$ cat src/rtl/control_pkg.sv
// ---------------------------------------------------------------------------
// control_pkg
// Shared encodings for the accumulator-machine sequencer:
//   state_t       4-bit FSM state codes (also exported on the debug port)
//   OP_*          3-bit opcodes found in IR[7:5]
//   ASEL_*        source select codes for the A register input mux
//   exec_state()  maps an opcode to its execute state ({1, opcode})
// ---------------------------------------------------------------------------
package control_pkg;

  typedef enum logic [3:0] {
    ST_START  = 4'b0000,
    ST_FETCH  = 4'b0001,
    ST_DECODE = 4'b0010,
    ST_LOAD   = 4'b1000,
    ST_STORE  = 4'b1001,
    ST_ADD    = 4'b1010,
    ST_SUB    = 4'b1011,
    ST_INPUT  = 4'b1100,
    ST_JZ     = 4'b1101,
    ST_JPOS   = 4'b1110,
    ST_HALT   = 4'b1111
  } state_t;

  localparam logic [2:0] OP_LOAD  = 3'b000;
  localparam logic [2:0] OP_STORE = 3'b001;
  localparam logic [2:0] OP_ADD   = 3'b010;
  localparam logic [2:0] OP_SUB   = 3'b011;
  localparam logic [2:0] OP_INPUT = 3'b100;
  localparam logic [2:0] OP_JZ    = 3'b101;
  localparam logic [2:0] OP_JPOS  = 3'b110;
  localparam logic [2:0] OP_HALT  = 3'b111;

  localparam logic [1:0] ASEL_ALU = 2'd0;
  localparam logic [1:0] ASEL_IN  = 2'd1;
  localparam logic [1:0] ASEL_RAM = 2'd2;

  // Every opcode value has a matching execute state, so the cast never
  // produces an out-of-enum code.
  function automatic state_t exec_state(input logic [2:0] op);
    return state_t'({1'b1, op});
  endfunction

endpackage

$ cat src/rtl/control_unit.sv
// ---------------------------------------------------------------------------
// control_unit
// Sequencer for the 8-bit accumulator datapath. Each instruction walks
// START -> FETCH -> DECODE -> execute; INPUT waits for an Enter press and
// HALT stays put until clear.
//
// Ports:
//   clk      in   system clock, rising edge
//   clear    in   synchronous active-high reset
//   IR75     in   opcode from the instruction register
//   Aeq0     in   accumulator == 0
//   Apos     in   accumulator > 0 (signed)
//   enter    in   Enter key level, already synchronised
//   IRload   out  load IR from RAM
//   JMPmux   out  PC source: 0 = PC+1, 1 = IR[4:0]
//   PCload   out  load PC
//   Meminst  out  RAM address: 0 = PC, 1 = IR[4:0]
//   MemWr    out  RAM write strobe
//   Asel     out  A source: 0 = add/sub, 1 = input, 2 = RAM
//   Aload    out  load A
//   Sub      out  0 = add, 1 = subtract
//   halted   out  high while in HALT
//   state    out  current state code, for debug
// ---------------------------------------------------------------------------
module control_unit
  import control_pkg::*;
(
  input  logic       clk,
  input  logic       clear,
  input  logic [2:0] IR75,
  input  logic       Aeq0,
  input  logic       Apos,
  input  logic       enter,
  output logic       IRload,
  output logic       JMPmux,
  output logic       PCload,
  output logic       Meminst,
  output logic       MemWr,
  output logic [1:0] Asel,
  output logic       Aload,
  output logic       Sub,
  output logic       halted,
  output logic [3:0] state
);

  state_t state_q, state_d;
  logic   enter_q;
  logic   enterRise;

  // A press is counted only on a low-to-high transition of the key, so a
  // key held across two INPUT instructions loads A just once.
  assign enterRise = enter & ~enter_q;

  // State register plus the one-cycle delayed Enter level. enter_q comes
  // out of reset high so a key held through clear cannot look like a press.
  always_ff @(posedge clk) begin
    if (clear) begin
      state_q <= ST_START;
      enter_q <= 1'b1;
    end else begin
      state_q <= state_d;
      enter_q <= enter;
    end
  end

  // Next-state logic. The opcode is looked at only in DECODE, where IR has
  // already been loaded by the preceding FETCH.
  always_comb begin
    state_d = state_q;
    case (state_q)
      ST_START:  state_d = ST_FETCH;
      ST_FETCH:  state_d = ST_DECODE;
      ST_DECODE: state_d = exec_state(IR75);
      ST_LOAD,
      ST_STORE,
      ST_ADD,
      ST_SUB,
      ST_JZ,
      ST_JPOS:   state_d = ST_START;
      ST_INPUT:  state_d = enterRise ? ST_START : ST_INPUT;
      ST_HALT:   state_d = ST_HALT;
      default:   state_d = ST_START;
    endcase
  end

  // Output decode. Mostly Moore from the registered state; the exceptions
  // are PCload in the conditional jumps (follows the live flag) and Aload
  // in INPUT (follows the Enter edge), so those react in the same cycle.
  always_comb begin
    IRload  = 1'b0;
    JMPmux  = 1'b0;
    PCload  = 1'b0;
    Meminst = 1'b0;
    MemWr   = 1'b0;
    Asel    = ASEL_ALU;
    Aload   = 1'b0;
    Sub     = 1'b0;
    halted  = 1'b0;
    case (state_q)
      ST_FETCH: begin
        IRload = 1'b1;
        PCload = 1'b1;
      end
      ST_DECODE: begin
        Meminst = 1'b1;
      end
      ST_LOAD: begin
        Meminst = 1'b1;
        Asel    = ASEL_RAM;
        Aload   = 1'b1;
      end
      ST_STORE: begin
        Meminst = 1'b1;
        MemWr   = 1'b1;
      end
      ST_ADD: begin
        Meminst = 1'b1;
        Asel    = ASEL_ALU;
        Aload   = 1'b1;
      end
      ST_SUB: begin
        Meminst = 1'b1;
        Asel    = ASEL_ALU;
        Aload   = 1'b1;
        Sub     = 1'b1;
      end
      ST_INPUT: begin
        Asel  = ASEL_IN;
        Aload = enterRise;
      end
      ST_JZ: begin
        JMPmux = 1'b1;
        PCload = Aeq0;
      end
      ST_JPOS: begin
        JMPmux = 1'b1;
        PCload = Apos;
      end
      ST_HALT: begin
        halted = 1'b1;
      end
      default: begin
      end
    endcase
  end

  assign state = state_q;

endmodule
$ cat config.mk
export PLATFORM = sky130hd
export DESIGN_NAME = control_unit
export DESIGN_NICKNAME = d
export VERILOG_FILES = /design/src/rtl/control_pkg.sv /design/src/rtl/control_unit.sv
export SDC_FILE = /design/constraint.sdc
export NUM_CORES = 1
export LEC_CHECK = 0
export BUFFER_PORTS_ARGS = -buffer_cell sky130_fd_sc_hd__buf_4
export CORE_AREA = 4 4 41 43
export CTS_CLUSTER_DIAMETER = 50
export DETAILED_ROUTE_END_ITERATION = 10
export DIE_AREA = 0 0 45 47
export PLACE_DENSITY = 0.61
export SLEW_MARGIN = 30
export SYNTH_ARGS = -nofsm -noshare
export SYNTH_HDL_FRONTEND = slang
export SYNTH_SLANG_ARGS = --single-unit
$ cat constraint.sdc
create_clock -name clk -period 1.05 [get_ports clk]
set_input_delay 0.2625 -clock clk [delete_from_list [all_inputs] [get_ports clk]]
set_output_delay 0.2625 -clock clk [all_outputs]
set_load 0.05 [all_outputs]
==> key figures, run 1 <==
Run status
  • Status: finished with violations
  • Violated checks: setup timing

Clock network
  • CTS H-tree lvls: 1
  • Num CTS Buffers: 3
  • Worst skew pair latency: about 0.25 ns
  • CTS tree: done
  • Max Root-Sink Buffers: 2
  • CTS root buf: clkbuf_4
  • CTS sink cnt: 5
  • Clk slew on worst S/H paths: roughly 0.05 ns

Setup path
  • Worst EP arrival: around 1.3 ns
  • Kind of critical path: reg2out
  • R2r startpoint: state[2]
  • Critical path, cell by cell: nand2b_4 -> a2bb2oi_4 -> o22ai_4 -> buf_6
  • Crit path launch type: register
  • Worst R2R Setup Slack: -0.37 ns
  • Slowest stage delay, CP: between 0.4 and 0.5 ns
  • Critical Path Fanout Max: 8
  • CP required: a little under 0.8 ns
  • Crit-path slowest cell: dfxtp_4
  • Endpoint class of the critical path: output pin
  • Critical path origin: state[0]

Cells and area
  • Nets: 106
  • Fraction of layout cells with a size suffix above 1: 0.825
  • Multi-input gate area: 374 sq um
  • Final instance area: a little over 1000 sq um
  • # fillers: a little under 80
  • Inserted Diodes: 0
  • Area Overhead vs Synth: 187%
  • Post-layout util: 0.789
  • Register area: approximately 120 sq um
  • Most frequent cells in the layout: buf_4, buf_6, nor2_4, buf_8
  • Most common library cell in the layout ignoring fill and taps: buf_4

STA
  • Fmax: 655 MHz
  • Setup TNS: -5.42 ns
  • Fin crit period: approximately 1.5 ns
  • Slew Limit Fails: 0
  • Endpoints failing setup: 18
  • RSZ-0062 raised after global routing: yes
  • Tcrit/Tclk final: 1.45
  • Min setup slack post-route: -0.478 ns
  • Actual slew at the worst max-slew pin: approximately 0.19 ns
  • Slew margin rel.: 0.874
  • Clock Skew: between 0.002 and 0.0025 ns
  • Final Hold Viols: 0

GRT
  • Largest net degree at the start of global routing: 9
  • First-pass GRT wire length: ~2600 microns
  • Overflow after GRT: 0
  • Total GRT Usage: 0.177
  • Initial antenna violation count: 0
  • Number of global-route vias before repair: 581

Drt
  • Number of remaining DRC errors: 0
  • Routed length per placed instance: around 14 microns
  • Via/cell ratio: ~4.7
  • Total number of vias: between 500 and 600
  • Routed Antenna Nets: 0
  • 1st-iter DRT viols: 10
  • Routed WL: about 1600 microns
  • Detailed Routing Iterations Pass 1: 2

Floorplan
  • IO Pins: 22
  • Cell Rows: 13
  • Die Width: between 40 and 50 microns
  • Core area: approximately 1300 sq um
  • Initial Util: 0.275
  • Die Footprint: approximately 2100 sq um
  • Chip height: between 40 and 50 microns

Placed design
  • Dpl cell area: between 700 and 800 sq um
  • Port Buffer Count: 21
  • Dpl hpwl: between 1000 and 1500 microns
  • Final Wtd Congestion: ~0.8

Logic synthesis
  • Post-Synth Adder-Cell Area: 0
  • Synth Net Count: 56
  • Post-synthesis simple-gate area fraction: 0.371
  • Synth Instances: 48
  • Distinct cells, synth: 24
  • Netlist Area Pre-Place: approximately 360 sq um
  • Post-synthesis compound-gate area fraction: 0.210
  • #FFs+latches synth: 5
  • Mean Syn Cell Area: between 7 and 8 sq um
  • Synth Area in XOR/XNOR: 0.0455
  • Seq/Total Area, Yosys: 0.280
  • Synth Warn #: 0
  • Main combinational cell family by area after synthesis: simple AND/OR/NAND/NOR gates
  • Mux cell area share after synthesis: 0

Worst hold path
  • Hold wc startpoint: clear
  • Hold crit path type: in2reg

Pwr
  • Int Power: approximately 0.68 mW
  • Pleak: between 0.4 and 0.5 nW
  • NetSw: about 0.47 mW
  • PwrDens: between 1000 and 1500 nW/um^2
  • Max VDD drop: 0.695 mV
  • Sequential Power Share: 0.210
  • Clock network power share: 0.209
  • Combinational share of power: 0.581
  • Net Sw Frac: 0.407

Job
  • Max-cap viol count: 0
-- what timing repair did --
| action | 4_1_cts | 5_1_grt |
|---|---|---|
| setup endpoints to repair | 18 | 18 |
| hold buffers | 0 | 0 |
| buffers inserted | 5 | 2 |
| pin swaps | 9 | 3 |
| gates resized for setup | 37 | 8 |
-- cells by family after synthesis --
group | Yosys count
flops | 5
simple gates | 25
buf+inv | 6
xor+xnor | 1
compound gates | 11
-- power by group through the flow --
stage                     logic (mW)  clock network (mW)  registers [mW]
final                          0.664               0.239           0.240
after detailed placement       0.520                   0           0.239
after global routing           0.696               0.261           0.244
after global placement         0.515                   0           0.240
after floorplan                0.337                   0           0.273
after CTS                      0.632               0.241           0.239
-- through the flow --
| stage | setup slack, ns | std cells | total power [mW] | hold slack, ns |
|---|---|---|---|---|
| after CTS | -0.458 | 111 | 1.11 | 0.181 |
| final | -0.478 | 112 | 1.14 | 0.196 |
| after floorplan | -0.487 | 48 | 0.610 | 0.316 |
| after global placement | -0.220 | 102 | 0.755 | 0.445 |
| after detailed placement | -0.232 | 102 | 0.759 | 0.445 |
| after global routing | -0.525 | 112 | 1.20 | 0.187 |
-- worst max-delay path, delay by kind of cell (launching register included) --
family / cells / cell delay, ns
DFF: 1 / 0.43
AOI/OAI and AO/OA: 2 / 0.28
buffers and inverters: 1 / 0.18
and+or+nand+nor: 1 / 0.13
-- sequential cells by signal, indices dropped and copies added, names as in the netlist --
register	flops
state	4
enter_q	1
-- cell usage after synthesis --
| cell type | count | share of area |
|---|---|---|
| a211o_1 | 1 | 0.024 |
| a21o_1 | 3 | 0.063 |
| a21oi_1 | 3 | 0.042 |
| a21oi_2 | 1 | 0.024 |
| a2bb2oi_1 | 1 | 0.024 |
| and3_1 | 1 | 0.017 |
| buf_4 | 1 | 0.021 |
| buf_6 | 1 | 0.031 |
| dfxtp_1 | 5 | 0.28 |
| inv_1 | 3 | 0.031 |
| inv_2 | 1 | 0.010 |
| nand2_1 | 6 | 0.063 |
| nand2b_1 | 2 | 0.035 |
| nand3_1 | 2 | 0.028 |
| nand4_1 | 1 | 0.017 |
| nor2_1 | 7 | 0.073 |
| nor2_4 | 1 | 0.031 |
| nor2b_4 | 1 | 0.038 |
| nor3_1 | 2 | 0.028 |
| o21ai_0 | 1 | 0.014 |
| o22ai_1 | 1 | 0.017 |
| or2_2 | 1 | 0.017 |
| or2b_1 | 1 | 0.021 |
| xnor2_2 | 1 | 0.045 |
-- path summary, 6_finish.rpt --
path               to  cells past startpoint
max            PCload                      4
min          state[0]                      2
min reg2reg  state[0]                      2
max reg2reg  state[2]                      9
-- per-layer routing --
| layer | GRT usage | up-vias | wire [microns] |
|---|---|---|---|
| li1 | - | 260 | - |
| met1 | 0.203 | 249 | 625 |
| met2 | 0.314 | 14 | 889 |
| met3 | 0.0460 | 0 | 96 |
| met4 | 0.0702 | 0 | 0 |
| met5 | 0 | - | 0 |
-- area by class of cell --
type / count / share of cell area
repair buffers: 47 / 0.460
multi-input cells: 37 / 0.364
flip-flops and latches: 5 / 0.112
clock buffers: 4 / 0.0256
inverters: 4 / 0.0195
well taps: 15 / 0.0183
No activity file was read; power rests on OpenSTA's default activity.
==> inputs of run 2 (changes only) <==
--- a/config.mk
+++ b/config.mk
@@ -7,6 +7,7 @@
 export LEC_CHECK = 0
 export BUFFER_PORTS_ARGS = -buffer_cell sky130_fd_sc_hd__buf_4
 export CORE_AREA = 4 4 41 43
+export CTS_BUF_LIST = sky130_fd_sc_hd__clkbuf_16
 export CTS_CLUSTER_DIAMETER = 50
 export DETAILED_ROUTE_END_ITERATION = 10
 export DIE_AREA = 0 0 45 47
@@ -15,3 +16,4 @@
 export SYNTH_ARGS = -nofsm -noshare
 export SYNTH_HDL_FRONTEND = slang
 export SYNTH_SLANG_ARGS = --single-unit
+export TNS_END_PERCENT = 20
==> constraint.sdc (replaced) <==
create_clock -name clk -period 1.05 [get_ports clk]
set_input_delay 0.2625 -clock clk [delete_from_list [all_inputs] [get_ports clk]]
set_output_delay 0.2625 -clock clk [all_outputs]
set_load 0.1 [all_outputs]
==> run 2 against run 1 <==
Effect of this change:
- the flow still finishes with violations (setup timing)
- first-iteration DRC count shrank 60%
- die area is the same
- sequential cell count is the same
- clock skew shrank 0.0015 ns
- utilization grew 4.0 points
- global-route usage shrank 1.9 points
- maximum frequency shrank 0.18%
- critical path type unchanged
==> key figures, run 2 (synthesis gave the netlist of run 1 again) <==
Run status
  • Status: finished with violations (unchanged)
  • Violated checks: setup timing (unchanged)

Clock network
  • CTS tree: done (unchanged)
  • Post-CTS setup repair buffer count: 0 (was 5)
  • CTS sink cnt: 5 (unchanged)
  • Max Root-Sink Buffers: 2 (unchanged)
  • Worst skew pair latency: 0.22 ns (was 0.25 ns)
  • CTS H-tree lvls: 1 (unchanged)
  • Hold Buf Count CTS: 0 (unchanged)
  • Clk slew on worst S/H paths: 0.03 ns (was 0.05 ns)
  • Num CTS Buffers: 3 (unchanged)
  • CTS root buf: clkbuf_16 (was clkbuf_4)

Pwr
  • PwrDens: 1530 nW/um^2 (was 1110 nW/um^2)
  • Max VDD drop: 1.42 mV (was 0.695 mV)
  • Total Power: 1.65 mW (was 1.14 mW)
  • Pleak: 0.472 nW (was 0.478 nW)

GRT
  • Total GRT Usage: 0.158 (was 0.177)
  • Initial antenna violation count: 0 (unchanged)
  • Overflow after GRT: 0 (unchanged)
  • Number of global-route vias before repair: 521 (was 581)
  • First-pass GRT wire length: 2320 microns (was 2650 microns)
  • Largest net degree at the start of global routing: 7 (was 9)

STA
  • Clock Skew: 0.000614 ns (was 0.00207 ns)
  • Setup TNS: -5.20 ns (was -5.42 ns)
  • Slew Limit Fails: 0 (unchanged)
  • Slew margin rel.: 0.816 (was 0.874)
  • RSZ-0062 raised after global routing: yes (unchanged)
  • Hold_ws: 0.224 ns (was 0.196 ns)
  • Min setup slack post-route: -0.480 ns (was -0.478 ns)
  • Fmax: 653 MHz (was 655 MHz)
  • Endpoints failing setup: 18 (unchanged)
  • Tcrit/Tclk final: 1.46 (was 1.45)
  • Fin crit period: 1.53 ns (about the same)
  • Actual slew at the worst max-slew pin: 0.275 ns (was 0.188 ns)
  • Final Hold Viols: 0 (unchanged)

Setup path
  • Endpoint class of the critical path: output pin (unchanged)
  • Slowest stage delay, CP: 0.36 ns (was 0.43 ns)
  • Crit-path slowest cell: dfxtp_4 (unchanged)
  • Crit path launch type: register (unchanged)
  • Worst EP arrival: 1.27 ns (about the same)
  • Kind of critical path: reg2out (unchanged)
  • CP delay by family, top: simple AND/OR/NAND/NOR gates (was flip-flops)
  • Critical Path Fanout Max: 5 (was 8)
  • CP required: 0.79 ns (about the same)
  • Worst Path Buf+Inv: 1 (unchanged)
  • Critical path, cell by cell: or2b_4 -> nor3_4 -> buf_12 (was nand2b_4 -> a2bb2oi_4 -> o22ai_4 -> buf_6)

Floorplan
  • Chip height: 47 microns (unchanged)
  • Die Footprint: 2120 sq um (unchanged)
  • Die Width: 45 microns (unchanged)
  • Cell Rows: 13 (unchanged)
  • Core area: 1300 sq um (unchanged)
  • Initial Util: 0.275 (unchanged)
  • IO Pins: 22 (unchanged)

Drt
  • Routed length per placed instance: 13.1 microns (was 14.4 microns)
  • Via/cell ratio: 4.51 (was 4.67)
  • Number of remaining DRC errors: 0 (unchanged)
  • Routed WL: 1390 microns (was 1610 microns)
  • Routed Antenna Nets: 0 (unchanged)
  • Detailed Routing Iterations Pass 1: 2 (unchanged)
  • Total number of vias: 478 (was 523)
  • 1st-iter DRT viols: 4 (was 10)

Placed design
  • Port Buffer Count: 21 (unchanged)
  • Dpl hpwl: 1040 microns (was 1000 microns)
  • Final Wtd Congestion: 0.749 (was 0.807)

Cells and area
  • Nets: 100 (was 106)
  • Most common library cell in the layout ignoring fill and taps: buf_4 (unchanged)
  • Area Overhead vs Synth: 202% (was 187%)
  • Most frequent cells in the layout: buf_4, buf_12, nor2_4, nand2_1 (was buf_4, buf_6, nor2_4, buf_8)
  • Fraction of layout cells with a size suffix above 1: 0.769 (was 0.825)
  • # fillers: 74 (was 77)
  • Post-layout util: 0.830 (was 0.789)
  • Inserted Diodes: 0 (unchanged)
  • Max reg flops: 4 (unchanged)

Worst hold path
  • Hold crit path type: in2reg (unchanged)

Job
  • Max-cap viol count: 0 (unchanged)
run 2: power by group:
group	switching [mW]	internal, mW	total, mW
Combinational	0.453	0.354	0.807
Sequential	0.0331	0.207	0.240
Clock	0.114	0.492	0.606
run 2: routing by layer:
metal	vias to the layer above	track usage	wire length, microns
met5	-	0	0
met4	0	0.105	9
met3	2	0.0192	59
met2	11	0.266	718
met1	218	0.189	597
li1	247	-	-
run 2: final cells by class:
type,instances,area [sq um],share of cell area
Inverter,4,15.0,0.0139
Multi-Input combinational cell,37,329,0.305
Clock buffer,3,75.1,0.0695
Timing Repair Buffer,41,523,0.484
Sequential cell,5,115,0.107
Tap cell,15,18.8,0.0174
Clock inverter,1,3.75,0.00348
run 2: worst reg2reg max path, delay by kind of cell (launching register included):
kind | cells | cell delay [ns]
and+or+nand+nor | 1 | 0.12
DFF | 1 | 0.38
AOI/OAI and AO/OA | 2 | 0.30
xor gates and xnor gates | 1 | 0.24
buffers and inverters | 1 | 0.14
run 2: worst paths after layout:
kind	startpoint	endpoint	slack (ns)	cells past startpoint
max	state[3]	Asel[1]	-0.48	3
min	clear	state[0]	0.22	2
max reg2reg	state[0]	state[2]	-0.21	5
min reg2reg	state[3]	state[3]	0.69	4
run 2: what timing repair did:
action                     4_1_cts  5_1_grt
resized for setup               49        3
setup endpoints to repair       18       18
pin swaps                        6        4
run 2: through the flow:
step / setup WS, ns / instances / area [sq um]
5_1_grt: -0.512 / 106 / 1080
2_1_floorplan: -0.903 / 48 / 475
3_5_place_dp: -0.357 / 102 / 797
4_1_cts: -0.475 / 106 / 1070
6_report: -0.480 / 106 / 1080
3_3_place_gp: -0.326 / 102 / 797
